--- src/rtl/fetch_pkg.sv ---
// Shared types and constants for the instruction-fetch stage.
package fetch_pkg;

    localparam logic [31:0] NOP_INSTR = 32'h0000_0004;

    // Instruction field positions
    localparam int unsigned NmeMsb = 31;
    localparam int unsigned NmeLsb = 30;
    localparam int unsigned RdMsb  = 29;
    localparam int unsigned RdLsb  = 26;
    localparam int unsigned Rs1Msb = 25;
    localparam int unsigned Rs1Lsb = 22;
    localparam int unsigned Rs2Msb = 21;
    localparam int unsigned Rs2Lsb = 18;
    localparam int unsigned OpcMsb = 2;
    localparam int unsigned OpcLsb = 0;

    typedef enum logic [2:0] {
        StIdle,
        StReq,
        StResp,
        StHold,
        StDiscard
    } fetch_state_t;

    typedef struct packed {
        logic [31:0] pc;
        logic [31:0] instr;
    } fetch_entry_t;

    function automatic logic [31:0] align_pc(input logic [31:0] pc);
        return {pc[31:2], 2'b00};
    endfunction

endpackage

--- src/rtl/fetch_fifo.sv ---
// Small synchronous FIFO of fetched {pc, instr} entries with clear, count, full and empty.
module fetch_fifo
    import fetch_pkg::*;
#(
    parameter int unsigned Depth = 2,
    localparam int unsigned AddrW = $clog2(Depth),
    localparam int unsigned CntW  = $clog2(Depth + 1)
) (
    input  logic            clk_i,
    input  logic            rst_ni,
    input  logic            push_i,
    input  logic            pop_i,
    input  logic            clear_i,
    input  fetch_entry_t    wdata_i,
    output fetch_entry_t    rdata_o,
    output logic [CntW-1:0] count_o,
    output logic            full_o,
    output logic            empty_o
);

    fetch_entry_t           mem_q [Depth];
    logic [AddrW-1:0]       wptr_q, rptr_q;
    logic [CntW-1:0]        cnt_q;

    always_ff @(posedge clk_i or negedge rst_ni) begin
        if (!rst_ni) begin
            wptr_q <= '0;
            rptr_q <= '0;
            cnt_q  <= '0;
        end else if (clear_i) begin
            wptr_q <= '0;
            rptr_q <= '0;
            cnt_q  <= '0;
        end else begin
            if (push_i) wptr_q <= wptr_q + AddrW'(1);
            if (pop_i)  rptr_q <= rptr_q + AddrW'(1);
            cnt_q <= cnt_q + CntW'(push_i) - CntW'(pop_i);
        end
    end

    // Storage needs no reset: the head is only observed when the FIFO is non-empty.
    always_ff @(posedge clk_i) begin
        if (push_i && !clear_i) mem_q[wptr_q] <= wdata_i;
    end

    assign rdata_o = mem_q[rptr_q];
    assign count_o = cnt_q;
    assign full_o  = (cnt_q == CntW'(Depth));
    assign empty_o = (cnt_q == '0);

    assert property (@(posedge clk_i) disable iff (!rst_ni) !(push_i && full_o && !clear_i));

endmodule

--- src/rtl/fetch_unit.sv ---
// Instruction-fetch stage: PC, req/gnt/rvalid memory handshake, 2-entry buffer, IF/ID drive.
module fetch_unit
    import fetch_pkg::*;
#(
    parameter logic [31:0] RESET_PC   = 32'h0000_0000,
    parameter int unsigned PC_STEP    = 4,
    parameter int unsigned FIFO_DEPTH = 2
) (
    input  logic        clk_i,
    input  logic        rst_ni,
    input  logic        stall_i,
    input  logic        redirect_en_i,
    input  logic [31:0] redirect_pc_i,
    output logic        imem_req_o,
    output logic [31:0] imem_addr_o,
    input  logic        imem_gnt_i,
    input  logic        imem_rvalid_i,
    input  logic [31:0] imem_rdata_i,
    output logic [31:0] instr_out_o,
    output logic [31:0] instr_pc_o,
    output logic        instr_valid_o,
    output logic        wr_allow_o,
    output logic        flush_o
);

    localparam int unsigned     CntW     = $clog2(FIFO_DEPTH + 1);
    localparam logic [CntW-1:0] DepthCnt = CntW'(FIFO_DEPTH);

    fetch_state_t    state_q, state_d;
    logic [31:0]     pc_q, pc_d, req_pc_q, req_pc_d;
    logic            fifo_push, fifo_pop, fifo_empty, fifo_full;
    logic [CntW-1:0] fifo_count, occ_after_push;
    fetch_entry_t    fifo_head, fifo_wdata;

    assign fifo_pop       = !fifo_empty && !stall_i && !redirect_en_i;
    assign occ_after_push = fifo_count + CntW'(1) - CntW'(fifo_pop);
    assign fifo_wdata     = '{pc: req_pc_q, instr: imem_rdata_i};

    always_comb begin
        state_d   = state_q;
        pc_d      = pc_q;
        req_pc_d  = req_pc_q;
        fifo_push = 1'b0;
        unique case (state_q)
            StIdle: state_d = StReq;
            StReq: begin
                if (imem_gnt_i) begin
                    req_pc_d = pc_q;
                    pc_d     = pc_q + 32'(PC_STEP);
                    state_d  = StResp;
                end
            end
            StResp: begin
                if (imem_rvalid_i) begin
                    fifo_push = 1'b1;
                    state_d   = (occ_after_push < DepthCnt) ? StReq : StHold;
                end
            end
            StHold:    if (!fifo_full || fifo_pop) state_d = StReq;
            StDiscard: if (imem_rvalid_i) state_d = StReq;
            default:   state_d = StIdle;
        endcase

        // A redirect squashes everything younger; a granted request must still drain its rvalid.
        if (redirect_en_i) begin
            fifo_push = 1'b0;
            pc_d      = align_pc(redirect_pc_i);
            unique case (state_q)
                StReq:     state_d = imem_gnt_i ? StDiscard : StReq;
                StResp:    state_d = imem_rvalid_i ? StReq : StDiscard;
                StDiscard: state_d = imem_rvalid_i ? StReq : StDiscard;
                default:   state_d = StReq;
            endcase
        end
    end

    always_ff @(posedge clk_i or negedge rst_ni) begin
        if (!rst_ni) begin
            state_q  <= StIdle;
            pc_q     <= RESET_PC;
            req_pc_q <= RESET_PC;
        end else begin
            state_q  <= state_d;
            pc_q     <= pc_d;
            req_pc_q <= req_pc_d;
        end
    end

    fetch_fifo #(
        .Depth (FIFO_DEPTH)
    ) u_fifo (
        .clk_i   (clk_i),
        .rst_ni  (rst_ni),
        .push_i  (fifo_push),
        .pop_i   (fifo_pop),
        .clear_i (redirect_en_i),
        .wdata_i (fifo_wdata),
        .rdata_o (fifo_head),
        .count_o (fifo_count),
        .full_o  (fifo_full),
        .empty_o (fifo_empty)
    );

    assign imem_req_o    = (state_q == StReq);
    assign imem_addr_o   = pc_q;
    assign instr_valid_o = !fifo_empty;
    assign instr_out_o   = fifo_empty ? NOP_INSTR : fifo_head.instr;
    assign instr_pc_o    = fifo_empty ? 32'h0 : fifo_head.pc;
    assign wr_allow_o    = fifo_pop;
    // Empty and not stalled: inject a NOP bubble rather than re-issue stale IF/ID contents.
    assign flush_o       = redirect_en_i || (fifo_empty && !stall_i);

endmodule
--- config.mk ---
export PLATFORM = sky130hd
export DESIGN_NAME = fetch_unit
export DESIGN_NICKNAME = d
export VERILOG_FILES = /design/src/rtl/fetch_pkg.sv /design/src/rtl/fetch_fifo.sv /design/src/rtl/fetch_unit.sv
export SDC_FILE = /design/constraint.sdc
export NUM_CORES = 1
export LEC_CHECK = 0
export CAP_MARGIN = 40
export CORE_ASPECT_RATIO = 1.2
export CORE_MARGIN = 1
export CORE_UTILIZATION = 50
export DETAILED_ROUTE_END_ITERATION = 10
export PLACE_DENSITY = 0.78
export SLEW_MARGIN = 25
export SYNTH_ARGS = -nofsm -noshare
export SYNTH_HDL_FRONTEND = slang
export SYNTH_HIERARCHICAL = 1
export SYNTH_SLANG_ARGS = --single-unit
export TNS_END_PERCENT = 10
--- constraint.sdc ---
create_clock -name clk_i -period 19.53 [get_ports clk_i]
set_input_delay 3.906 -clock clk_i [delete_from_list [all_inputs] [get_ports clk_i]]
set_output_delay 3.906 -clock clk_i [all_outputs]
set_load 0.05 [all_outputs]
Yosys cells after proc, flatten, opt, wreduce, memory -nomap -nowiden
Memories as Yosys holds them, arrays and structs flattened.
Index checks and enable logic that the tools add are counted.
Widths: inputs -> output; s select.
Storage, ports and cells
  register bits: 71
  RAM bits: 128
  bits of input ports: 70
  output and inout port bits: 100
  word-level logic and storage cells: 69
  memories: 1
Memories
  u_fifo.mem_q: words 2, bits a word 64, rd ports 1, clocked after Yosys merged registers in 0, wr ports 1, line fetch_fifo.sv:21  | fetch_entry_t mem_q [Depth];
Cells by class
  $add $sub $neg: 7
  magnitude comparators: 1
  equal/unequal tests: 9
  muxes and demuxes: 25
  reductions and logical operators: 20
Operator list (count)
  $mux 32: 5
  $add 32x3->32 const B: 1
  $mux 3: 7
  $pmux 3 s5: 1
  $mux 1: 9
  $ne 3x3->1 const B: 3
  $reduce_bool 2->1: 4
  $eq 3x2->1 const B: 2
  $pmux 3 s2: 1
  $logic_and 1x1->1: 4
  $logic_not 1->1: 4
  $mux 2: 2
  $reduce_and 2->1: 2
  $reduce_and 4->1: 1
  $sub 2x1->2: 2
  $eq 3x1->1 const B: 1
  $eq 3x3->1 const B: 1
  $logic_not 3->1: 1
  $ne 3x2->1 const B: 1
  $add 1x1->1 const B: 2
  $add 2x1->2: 1
  $add 2x1->2 const B: 1
  $eq 2x2->1 const B: 1
  $logic_not 2->1: 1
  3 further kinds: 4

Longest topological paths before layout
  word-level depth: 10
  gate-level depth with buffers: 7
  mapped depth without buffers: 7

Hierarchy
The synthesis kept the hierarchy.
Modules (own cells, without submodules)
  fetch_fifo: instances 1, cells an instance 218, area an instance 5041.1 µm², seq. area each 3943.8 µm²
  fetch_unit: instances 1, cells an instance 444, area an instance 3657.3 µm², seq. area each 1576.5 µm²

Least setup slack after synthesis
OpenSTA, ideal clock, no wires.
  kind: in2reg
  start point: input port redirect_en_i
  end point: memory u_fifo/mem_q[0][0] (netlist bit) (enable)
  setup time: 579 ps
  data arrival time: 9697 ps
  required time: 18951 ps
  setup slack: 9254 ps
  cell stages on the path: 5
  buffers on the path: 3
  cells stage by stage: clkbuf_1 > clkbuf_1 > clkbuf_1 > nor4_1 > nor3b_1
On the way
  longest elaborated chain between the ends: 4
  elaborated cells on any way between the ends: 5
  classes of those cells: mux (3); reduce/logical (2)
Ends and longest elaborated chain
  start: declaration: line fetch_unit.sv:12  | input logic redirect_en_i,
  $mux 1: line fetch_unit.sv:65  | if (redirect_en_i) begin
  via fifo_push: line fetch_unit.sv:31  | logic fifo_push, fifo_pop, fifo_empty, fifo_full;
  $logic_and 1x1->1: line fetch_fifo.sv:43  | if (push_i && !clear_i) mem_q[wptr_q] <= wdata_i;
  $mux 1: line fetch_fifo.sv:43
  $mux 1 (implied by the code): line fetch_fifo.sv:43
  end: declaration: line fetch_fifo.sv:21
The timed path passes the listed nets, and every way through them passes these cells.

Worst setup path in the final report
  start point: input port redirect_en_i
  end point: output port wr_allow_o
On the way
  longest elaborated chain between the ends: 2
Ends and longest elaborated chain
  $logic_not 1->1: line fetch_unit.sv:35  | assign fifo_pop = !fifo_empty && !stall_i && !redirect_en_i;
  $logic_and 1x1->1: line fetch_unit.sv:35
  end: declaration: line fetch_unit.sv:22  | output logic wr_allow_o,
Every way passes these cells.

==> flow_metrics.tcl <==
set metrics [dict create \
    outcome "finished, final reports clean" \
    power.density_nw_per_um2 97.11 \
    layout.nets 894 \
    core_area_um2 16920 \
    netlist_instances 662 \
    crit_chain "clkdlybuf4s50_1 -> buf_4 -> nor3_1 -> clkdlybuf4s50_1" \
    firstDrtPassIters 7 \
    antenna_found_initial 0 \
    drc 0 \
    first_iter_violations 396 \
    pwr-share-seq 0.501 \
    crit_path_end_kind "primary output" \
    die_h_um 146.5 \
    r2r_cells 4 \
    crit_path_start_kind "input pin" \
    worstMarginPinSlew_ns 0.6795 \
    max_slew_margin 0.5428 \
    p_switching_w 0.0003099 \
    grt_remaining_overflow 0 \
    path_class "in2out" \
    dp.final_hpwl_um 11940 \
    synth_warnings 6 \
    yosysTopAreaCellShare 0.4419 \
    pwr-share-clk 0.319 \
    ir_drop_mv 0.05698 \
    comb_power_share 0.180 \
    io_pins 170 \
    fmax_mhz 100.2 \
    track_usage 0.2087 \
    grt_pass1_vias 5872 \
    synthFlopType "edfxtp_1" \
    slowest_stage "clkdlybuf4s50_1" \
    vias 5639 \
    setup_violations 0 \
    rsz0062_at_grt "no" \
    hold_start "req_pc_q[7]" \
    synth_area_leaders "edfxtp_1 (44%), dfrtp_1 (19%), mux2_4 (8.6%)" \
    whs_path_depth 0 \
    synth.distinct_cells 49 \
    timing.final.hold_violations 0 \
    drt-wirelength-per-cell_um 16.87 \
    cp_data_arrival_time_ns 6.07 \
    hold_path_class "reg2reg" \
    cts_setup_buffers 0 \
    async_flop_share 0.3436 \
    die_x_um 122.4 \
    skew_ns 0.005944 \
    diodes 0 \
    fin_crit_sh 0.5108 \
    cp.required_ns 15.62 \
    syn2layout_area_growth_pct 28.32 \
    synth_top_area_cell "edfxtp_1" \
    cts_hold_buffers 0 \
    start_util 0.5142 \
    synth_seq_area_share 0.6346 \
    fin_setup_tns_ns 0 \
    numCtsBuffers 17 \
    layout_commonest_cell "clkdlybuf4s50_1" \
    cts.clk_slew.worst_paths_ns 0.07 \
    drv_cap 0 \
    cp_max_fo 51 \
    cts.sinks 195 \
    cp_common_cell "clkdlybuf4s50_1" \
    die_area_um2 17930 \
    whs_endpoint "u_fifo/mem_q[0][39]" \
    ys_seq_elements 195 \
    leakage_nw 4.083 \
    p_int_w 0.0007740 \
    grt_pass1_wl_um 28750 \
    final_layout_size_suffix_gt1_frac 0.1367 \
    layout_min_cycle_time_ns 9.977 \
    post-place-ws_ns 9.558 \
    synthesis.area_um2 8698 \
    syn_avg_cell_area_um2 13.14 \
    reg2reg_from "state_q[2]" \
    rows 52 \
    root_buffer "clkbuf_16" \
    synth-edff-count 128 \
    ctsResizeCount 0 \
    rrSetupSlack_ns 16.53 \
    maxSlewViolCount 0 \
    ant_nets 0 \
    worstSkewPairLatency_ns 0.42 \
    cpPeakStageDelay_ns 0.94 \
    reg2reg_to "imem_addr_o[26]" \
    vias_per_cell 5.370 \
    htreeDepth 4 \
    wl_um 17710 \
    cts_max_path_buffers 2 \
    final_cell_mix "clkdlybuf4s50_1 (164), edfxtp_1 (128), nand2_1 (111)" \
    fillers 1263 \
    cts_tree "yes" \
    p_sw_frac 0.2859 \
    timing.final.ws_setup_ns 9.553 \
    grt_max_degree 65 \
    globalplace.congestion 0.8242 \
    io_buffers 165 \
]
==> flip-flops by register name, summed over array words and instances, names as in the netlist <==
signal / cells
u_fifo/mem_q: 128
imem_addr_o: 30
req_pc_q: 30
state_q: 3
u_fifo/count_o: 2
u_fifo/rptr_q: 1
u_fifo/wptr_q: 1
==> synthesized netlist by cell type (all sizes together) (3+ instances only) <==
master  number
or2          3
or3          5
nand4       13
o31ai        9
buf         17
nand3       17
inv          9
a31oi       11
a22oi        4
nor2        19
nand2      111
ha           3
nor2b       69
mux2        65
xor2         8
nor3         6
o211ai       4
edfxtp     128
or4         19
dfrtp       67
o21ai       20
clkbuf      23
xnor2        5
==> area by class of cell <==
| type | instances | area [µm²] | area share |
|---|---|---|---|
| inverters | 9 | 33.78 | 0.003027 |
| clock inverters | 13 | 158.9 | 0.01424 |
| clock buffers | 19 | 432.9 | 0.03878 |
| repair buffers | 175 | 1774 | 0.1590 |
| well taps | 216 | 270.3 | 0.02421 |
| flip-flops and latches | 195 | 5524 | 0.4949 |
| multi-input cells | 423 | 2968 | 0.2659 |
==> power groups by stage <==
stage | logic, W | clock network, W | registers [W]
finish | 0.000195 | 0.000346 | 0.000543
global route | 0.000213 | 0.000368 | 0.000549
CTS | 0.000197 | 0.000353 | 0.000542
detailed placement | 0.000195 | 0 | 0.000550
global placement | 0.000188 | 0 | 0.000545
floorplan | 0.000113 | 0 | 0.000556
==> per-layer routing <==
metal  global-route usage  up-vias  share of wire
met3              0.04375       28          0.052
met1               0.2588     2717           0.42
met2               0.3562      204           0.51
li1                     -     2690              -
met5                    0        -              0
met4              0.07561        0          0.019
==> per-stage QoR <==
step / cell area, µm² / hold slack [ns] / std cells / utilization / power (W)
2_1_floorplan: 8717 / 0.4419 / 667 / - / 0.0006692
3_3_place_gp: 10500 / 0.4500 / 1015 / 0.6204 / 0.0007332
3_5_place_dp: 10540 / 0.4555 / 1017 / 0.6232 / 0.0007454
4_1_cts: 11130 / 0.4756 / 1049 / 0.6582 / 0.001092
5_1_grt: 11160 / 0.4874 / 1050 / 0.6598 / 0.001129
6_report: 11160 / 0.4717 / 1050 / 0.6598 / 0.001084
==> logic make-up after synthesis <==
kind of cell	share of synthesized area
compound gates	0.04229
xor+xnor	0.01568
fa+ha+maj	0.004316
buf+inv	0.02963
flops	0.6346
mux	0.1069
other cells	0.0004311
simple gates	0.1661
==> how the worst max path moves through the flow <==
stage | to | startpoint | cells after the start | slack, ns
global placement | wr_allow_o | redirect_en_i | 4 | 9.57
floorplan | u_fifo/mem_q[0][0] | redirect_en_i | 5 | 9.25
CTS | wr_allow_o | redirect_en_i | 4 | 9.54
global route | wr_allow_o | redirect_en_i | 4 | 9.40
finish | wr_allow_o | redirect_en_i | 4 | 9.55
detailed placement | wr_allow_o | redirect_en_i | 4 | 9.56
==> worst max-delay path, delay by kind of cell <==
family,cells,cell delay [ns]
simple gates,1,0.53
buf+inv,3,1.60
Power figures use the tool's default switching activity.
